===== config.mk =====
export PLATFORM = sky130hd
export DESIGN_NAME = mips_hazard_unit
export DESIGN_NICKNAME = d
export VERILOG_FILES = /design/src/rtl/mips_hazard_unit.sv
export SDC_FILE = /design/constraint.sdc
export NUM_CORES = 1
export LEC_CHECK = 0
export CAP_MARGIN = 20
export CELL_PAD_IN_SITES_DETAIL_PLACEMENT = 1
export CELL_PAD_IN_SITES_GLOBAL_PLACEMENT = 2
export CORE_ASPECT_RATIO = 2
export CORE_UTILIZATION = 27
export DETAILED_ROUTE_END_ITERATION = 16
export HOLD_SLACK_MARGIN = 0.03
export PLACE_DENSITY_LB_ADDON = 0.1
export SYNTH_ARGS = -nofsm -noshare
export SYNTH_HDL_FRONTEND = slang
export SYNTH_SLANG_ARGS = --single-unit

===== constraint.sdc =====
create_clock -name clk -period 2.9 [get_ports clk]
set_clock_uncertainty 0.1 [all_clocks]
set_input_delay 0.58 -clock clk [delete_from_list [all_inputs] [get_ports clk]]
set_output_delay 0.58 -clock clk [all_outputs]
set_load 0.005 [all_outputs]

===== src/rtl/mips_hazard_unit.sv =====
// mips_hazard_unit
//   Hazard detection and forwarding control for a 5-stage MIPS pipeline.
//   Tracks the EX, MEM and WB occupants internally and derives stall,
//   bubble, flush and operand-forwarding selects from the ID instruction.
//
// Build option:
//   MIPS_HAZARD_FORWARD_EN  defined   -> EX operands forwarded from MEM/WB;
//                                        only a load-use in EX stalls.
//                           undefined -> no forwarding; ID stalls on any
//                                        EX or MEM producer match.
//
// Parameters:
//   REG_AW  register-address width
//   CNT_W   stall-counter width
//
// Ports:
//   clk            sole clock, rising edge
//   rst            synchronous active-high reset
//   id_valid       ID stage holds a real instruction
//   id_rs, id_rt   ID source registers
//   id_use_rs/rt   ID instruction reads rs / rt
//   id_dst         ID destination (after regdst select)
//   id_regwrite    ID instruction writes a register
//   id_memread     ID instruction is a load
//   mem_redirect   taken branch/jump resolved in MEM
//   stall          hold PC and IF/ID
//   bubble_ex      load a no-op into ID/EX
//   flush          clear IF/ID, ID/EX and EX/MEM
//   fwd_a, fwd_b   EX operand select: 00 bank, 01 WB value, 10 MEM ALU result
//   stall_cnt      saturating count of stall cycles

module mips_hazard_unit #(
  parameter int unsigned REG_AW = 5,
  parameter int unsigned CNT_W  = 16
) (
  input  logic              clk,
  input  logic              rst,
  input  logic              id_valid,
  input  logic [REG_AW-1:0] id_rs,
  input  logic [REG_AW-1:0] id_rt,
  input  logic              id_use_rs,
  input  logic              id_use_rt,
  input  logic [REG_AW-1:0] id_dst,
  input  logic              id_regwrite,
  input  logic              id_memread,
  input  logic              mem_redirect,
  output logic              stall,
  output logic              bubble_ex,
  output logic              flush,
  output logic [1:0]        fwd_a,
  output logic [1:0]        fwd_b,
  output logic [CNT_W-1:0]  stall_cnt
);

  // EX slot
  logic [REG_AW-1:0] r_ex_rs;
  logic [REG_AW-1:0] r_ex_rt;
  logic              r_ex_use_rs;
  logic              r_ex_use_rt;
  logic [REG_AW-1:0] r_ex_dst;
  logic              r_ex_rw;
  logic              r_ex_mr;
  // MEM slot
  logic [REG_AW-1:0] r_mem_dst;
  logic              r_mem_rw;
  logic              r_mem_mr;
  // WB slot
  logic [REG_AW-1:0] r_wb_dst;
  logic              r_wb_rw;

  logic [CNT_W-1:0]  r_stall_cnt;

  logic              w_haz;
  logic              w_stall;
  logic              w_id_live;

  // Register 0 is hardwired, so it never produces a dependency.
  function automatic logic f_match(input logic              use_f,
                                   input logic [REG_AW-1:0] src,
                                   input logic [REG_AW-1:0] dst,
                                   input logic              rw);
    return use_f && rw && (src == dst) && (dst != '0);
  endfunction

  always_comb begin
    w_haz = 1'b0;
`ifdef MIPS_HAZARD_FORWARD_EN
    w_haz = id_valid && r_ex_mr &&
            (f_match(id_use_rs, id_rs, r_ex_dst, r_ex_rw) ||
             f_match(id_use_rt, id_rt, r_ex_dst, r_ex_rw));
`else
    w_haz = id_valid &&
            (f_match(id_use_rs, id_rs, r_ex_dst, r_ex_rw)   ||
             f_match(id_use_rt, id_rt, r_ex_dst, r_ex_rw)   ||
             f_match(id_use_rs, id_rs, r_mem_dst, r_mem_rw) ||
             f_match(id_use_rt, id_rt, r_mem_dst, r_mem_rw));
`endif
    // Reset and redirect both take precedence over a pending stall.
    w_stall = w_haz && !rst && !mem_redirect;
  end

  always_comb begin
    fwd_a = 2'b00;
    fwd_b = 2'b00;
`ifdef MIPS_HAZARD_FORWARD_EN
    if (!rst) begin
      if (f_match(r_ex_use_rs, r_ex_rs, r_mem_dst, r_mem_rw) && !r_mem_mr)
        fwd_a = 2'b10;
      else if (f_match(r_ex_use_rs, r_ex_rs, r_wb_dst, r_wb_rw))
        fwd_a = 2'b01;
      if (f_match(r_ex_use_rt, r_ex_rt, r_mem_dst, r_mem_rw) && !r_mem_mr)
        fwd_b = 2'b10;
      else if (f_match(r_ex_use_rt, r_ex_rt, r_wb_dst, r_wb_rw))
        fwd_b = 2'b01;
    end
`endif
  end

`ifndef MIPS_HAZARD_FORWARD_EN
  // Slot fields that only matter for forwarding are tracked but unread here.
  logic w_unused;
  assign w_unused = ^{r_ex_rs, r_ex_rt, r_ex_use_rs, r_ex_use_rt,
                      r_mem_mr, r_wb_dst, r_wb_rw};
`endif

  assign w_id_live = id_valid && !w_stall;

  always_ff @(posedge clk) begin
    if (rst) begin
      r_ex_rs     <= '0;
      r_ex_rt     <= '0;
      r_ex_use_rs <= 1'b0;
      r_ex_use_rt <= 1'b0;
      r_ex_dst    <= '0;
      r_ex_rw     <= 1'b0;
      r_ex_mr     <= 1'b0;
      r_mem_dst   <= '0;
      r_mem_rw    <= 1'b0;
      r_mem_mr    <= 1'b0;
      r_wb_dst    <= '0;
      r_wb_rw     <= 1'b0;
      r_stall_cnt <= '0;
    end else begin
      // The redirecting instruction itself sits in MEM and still retires.
      r_wb_dst <= r_mem_dst;
      r_wb_rw  <= r_mem_rw;
      if (mem_redirect) begin
        r_mem_dst <= '0;
        r_mem_rw  <= 1'b0;
        r_mem_mr  <= 1'b0;
      end else begin
        r_mem_dst <= r_ex_dst;
        r_mem_rw  <= r_ex_rw;
        r_mem_mr  <= r_ex_mr;
      end
      // A stalled, invalid or flushed ID instruction enters EX as a bubble.
      if (w_id_live && !mem_redirect) begin
        r_ex_rs     <= id_rs;
        r_ex_rt     <= id_rt;
        r_ex_use_rs <= id_use_rs;
        r_ex_use_rt <= id_use_rt;
        r_ex_dst    <= id_dst;
        r_ex_rw     <= id_regwrite;
        r_ex_mr     <= id_memread;
      end else begin
        r_ex_rs     <= '0;
        r_ex_rt     <= '0;
        r_ex_use_rs <= 1'b0;
        r_ex_use_rt <= 1'b0;
        r_ex_dst    <= '0;
        r_ex_rw     <= 1'b0;
        r_ex_mr     <= 1'b0;
      end
      if (w_stall && (r_stall_cnt != '1))
        r_stall_cnt <= r_stall_cnt + 1'b1;
    end
  end

  assign stall     = w_stall;
  assign bubble_ex = w_stall;
  assign flush     = mem_redirect && !rst;
  assign stall_cnt = r_stall_cnt;

endmodule


==> results of run 1 <==
==> per-stage QoR <==
stage / area [sq um] / utilization [%] / hold slack (ns) / total power [W]
2_1_floorplan: 1510 / - / 0.350 / 0.000438
3_3_place_gp: 1940 / 36.1 / 0.370 / 0.000479
3_5_place_dp: 1940 / 36.1 / 0.379 / 0.000483
4_1_cts: 2010 / 37.4 / 0.404 / 0.000729
5_1_grt: 2020 / 37.6 / 0.438 / 0.000748
6_report: 2020 / 37.6 / 0.398 / 0.000713
==> synthesized netlist by cell type <==
cell type	count
inv_1	1
or4_1	13
a31o_1	1
nand4_1	7
nand2_1	10
or3b_1	1
o31a_1	1
dfxtp_1	28
nor2b_1	3
a21oi_1	14
and2_1	14
a32oi_2	1
and4_1	1
conb_1	1
buf_2	5
o21a_1	1
o41ai_1	1
or3_1	1
nor2_1	4
nor3_1	2
mux2_2	1
o31ai_1	11
o22ai_1	2
nor4_1	1
buf_4	5
xnor2_1	20
clkbuf_1	3
and3_1	2
clkbuf_2	1
and4_4	1
o21ba_2	1
and2_4	1
o21ai_0	2
buf_6	1
ha_1	1
nand3_1	7
==> layout make-up <==
cell class	count	area, sq um
sequential	28	561
clock buffer	4	55.1
timing repair buffer	48	455
multi-input combinational	129	872
inverter	1	3.75
tap	60	75.1
fill	637	3350
==> worst min path at each step <==
stage                         end  slack (ns)  cells past startpoint
floorplan                r_mem_rw        0.35                      1
global placement         r_mem_rw        0.37                      1
detailed placement       r_mem_rw        0.38                      1
CTS                 stall_cnt[11]        0.40                      2
global route             r_mem_rw        0.44                      1
finish                   r_mem_rw        0.40                      1
==> flip-flops by register name (all words and copies together), names as in the netlist <==
| signal | flops |
|---|---|
| r_ex_rw | 1 |
| r_mem_rw | 1 |
| stall_cnt | 16 |
| r_mem_dst | 5 |
| r_ex_dst | 5 |
==> routing by layer <==
metal	share of wire (%)	vias to the layer above	GRT usage (%)
li1	-	689	-
met1	33	698	14.9
met2	63	31	35.4
met3	3.6	2	1.84
met4	0.92	0	5.49
met5	0	-	0
==> power groups by stage <==
stage	combinational, W	clock (W)	sequential, W
after floorplan	0.0000388	0	0.000399
after global placement	0.0000778	0	0.000401
after detailed placement	0.0000819	0	0.000401
after CTS	0.0000821	0.000255	0.000392
after global routing	0.0000883	0.000267	0.000392
final	0.0000803	0.000241	0.000392
==> worst register-to-register path, stage by stage (launching register included) <==
cell and delay (ns):
dfxtp_1 0.38, or4_1 0.58, o21a_1 0.21, a32oi_2 0.19, buf_4 0.33, nor2b_1 0.20, buf_4 0.15, and2_1 0.12
==> cell families after synthesis <==
logic type                 synth area share, %
and+or+nand+nor                           27.2
AOI/OAI and AO/OA                         15.7
DFF                                       37.4
xor gates and xnor gates                  11.7
buffers and inverters                     6.25
adders and majority gates                0.834
other                                    0.250
muxes                                    0.751
==> timing repair <==
| action | 4_1_cts | 5_1_grt |
|---|---|---|
| hold buffers | 0 | 0 |
| resized for setup | 9 | 1 |
| buffers inserted | 1 | 1 |
| endpoints found under the setup margin | 2 | 1 |
| pin swaps | 3 | 4 |
==> insert_results.sql, run 1 <==
INSERT INTO impl_metrics (metric_group, metric, value, unit) VALUES
('place', 'dp_hpwl', '3.65', 'mm'),
('timing', 'timing.fmax', '354', 'MHz'),
('power_and_ir_drop', 'sequentialPowerShare', '54.9', '%'),
('floorplan', 'chipWidth', '54.7', 'um'),
('synthesis', 'syn_area_per_cell', '8.82', 'sq um'),
('clock_tree', 'cts_root_buffer', 'clkbuf_8', ''),
('synthesis', 'synth_top_cells_by_area', 'dfxtp_1, xnor2_1, or4_1', ''),
('power_and_ir_drop', 'switching_share', '22.3', '%'),
('clock_tree', 'clkTransAtPathRegs', '0.10', 'ns'),
('clock_tree', 'cts_made_buffers', '3', ''),
('layout', 'final-instance-count-excl-fill', '270', ''),
('timing', 'report.final.slew_viol_count', '0', ''),
('layout', 'drive_gt1_share', '9.52', '%'),
('clock_tree', 'cts_htree_levels', '1', ''),
('worst_setup_path', 'cp.arrival', '2.14', 'ns'),
('routing', 'drt_wirelength', '4.59', 'mm'),
('floorplan', 'rows', '38', ''),
('floorplan', 'die-height', '107', 'um'),
('worst_setup_path', 'worst-r2r-cell-count', '7', ''),
('worst_setup_path', 'cp-start-kind', 'input port', ''),
('global_route', 'gr_util_all_layers', '17.1', '%'),
('place', 'pre_cts_slack', '-0.338', 'ns'),
('synthesis', 'synthesis.area', '0.00150', 'sq mm'),
('floorplan', 'floorplan.core_area', '0.00537', 'sq mm'),
('layout', 'area.growth.synth_to_final', '34.8', '%'),
('worst_setup_path', 'path_buf_inv', '3', ''),
('timing', 'post-route-min-period', '2.82', 'ns'),
('routing', 'avgViaCountPerCell', '5.26', ''),
('clock_tree', 'cts.path.max_buffers', '2', ''),
('timing', 'final.setup.worst_slack', '0.0784', 'ns'),
('layout', 'n_antenna_cell', '0', ''),
('synthesis', 'synthesis.yosys.warnings', '0', ''),
('synthesis', 'post_synth_num_cell_types', '36', ''),
('worst_setup_path', 'worstSetupPathDepth', '8', ''),
('floorplan', 'die_area', '0.00588', 'sq mm'),
('timing', 'finalSetupTns', '0', 'ns'),
('power_and_ir_drop', 'peakVddDrop', '0.000187', 'V'),
('worst_setup_path', 'crit_path_top_delay_cell', 'clkdlybuf4s50_1', ''),
('routing', 'dr_drc_count', '0', ''),
('layout', 'layout.nets', '235', ''),
('layout', 'final_common_cell', 'clkdlybuf4s50_1', ''),
('synthesis', 'postSynthRegisterBits', '28', ''),
('routing', 'route.antenna.remaining_nets', '0', ''),
('synthesis', 'synth.largest_area_cell', 'dfxtp_1', ''),
('synthesis', 'synth-seq-area-share', '37.4', '%'),
('clock_tree', 'total_clock_sinks', '28', ''),
('clock_tree', 'clkLatencyLatePin', '0.27', 'ns'),
('power_and_ir_drop', 'internal_power', '0.000554', 'W'),
('worst_setup_path', 'critPathRequiredTime', '2.22', 'ns'),
('power_and_ir_drop', 'p_clk_share', '33.8', '%'),
('place', 'port-buffer-count', '40', ''),
('status', 'status', 'completed', ''),
('timing', 'finalSetupViolations', '0', ''),
('routing', 'detailroute.via_count', '1420', ''),
('power_and_ir_drop', 'comb_power_share', '11.3', '%'),
('worst_setup_path', 'endpoint', 'bubble_ex', ''),
('floorplan', 'initial_core_utilization', '27.9', '%'),
('worst_setup_path', 'cp-startpoint', 'id_rt[1]', ''),
('global_route', 'grt_pass1_vias', '1526', ''),
('worst_setup_path', 'critPathKind', 'input port to primary output', ''),
('routing', 'drt_iter0_markers', '18', ''),
('global_route', 'grt.overflow.total', '0', ''),
('clock_tree', 'cts_tree', 'yes', ''),
('global_route', 'grt_first_pass_wirelength', '7.26', 'mm'),
('worst_setup_path', 'setup.worst_path.end_class', 'primary output', ''),
('worst_setup_path', 'worst_path_largest_cell_delay', '0.52', 'ns'),
('layout', 'mostFrequentLayoutCells', 'clkdlybuf4s50_1, dfxtp_1, xnor2_1, and2_1, a21oi_1', ''),
('floorplan', 'io_pins', '46', ''),
('timing', 'final_hold_viol_count', '0', ''),
('global_route', 'largest_net_degree_at_the_start_of_global_routing', '33', ''),
('synthesis', 'synth_cells', '170', '');
Note: power is estimated with default switching activity, not from simulation.
==> run 2, diff against run 1 <==
- CTS_CLUSTER_DIAMETER: not set -> 120
==> results of run 2 <==
Final layout, timing and power as in run 1 (identical DEF).
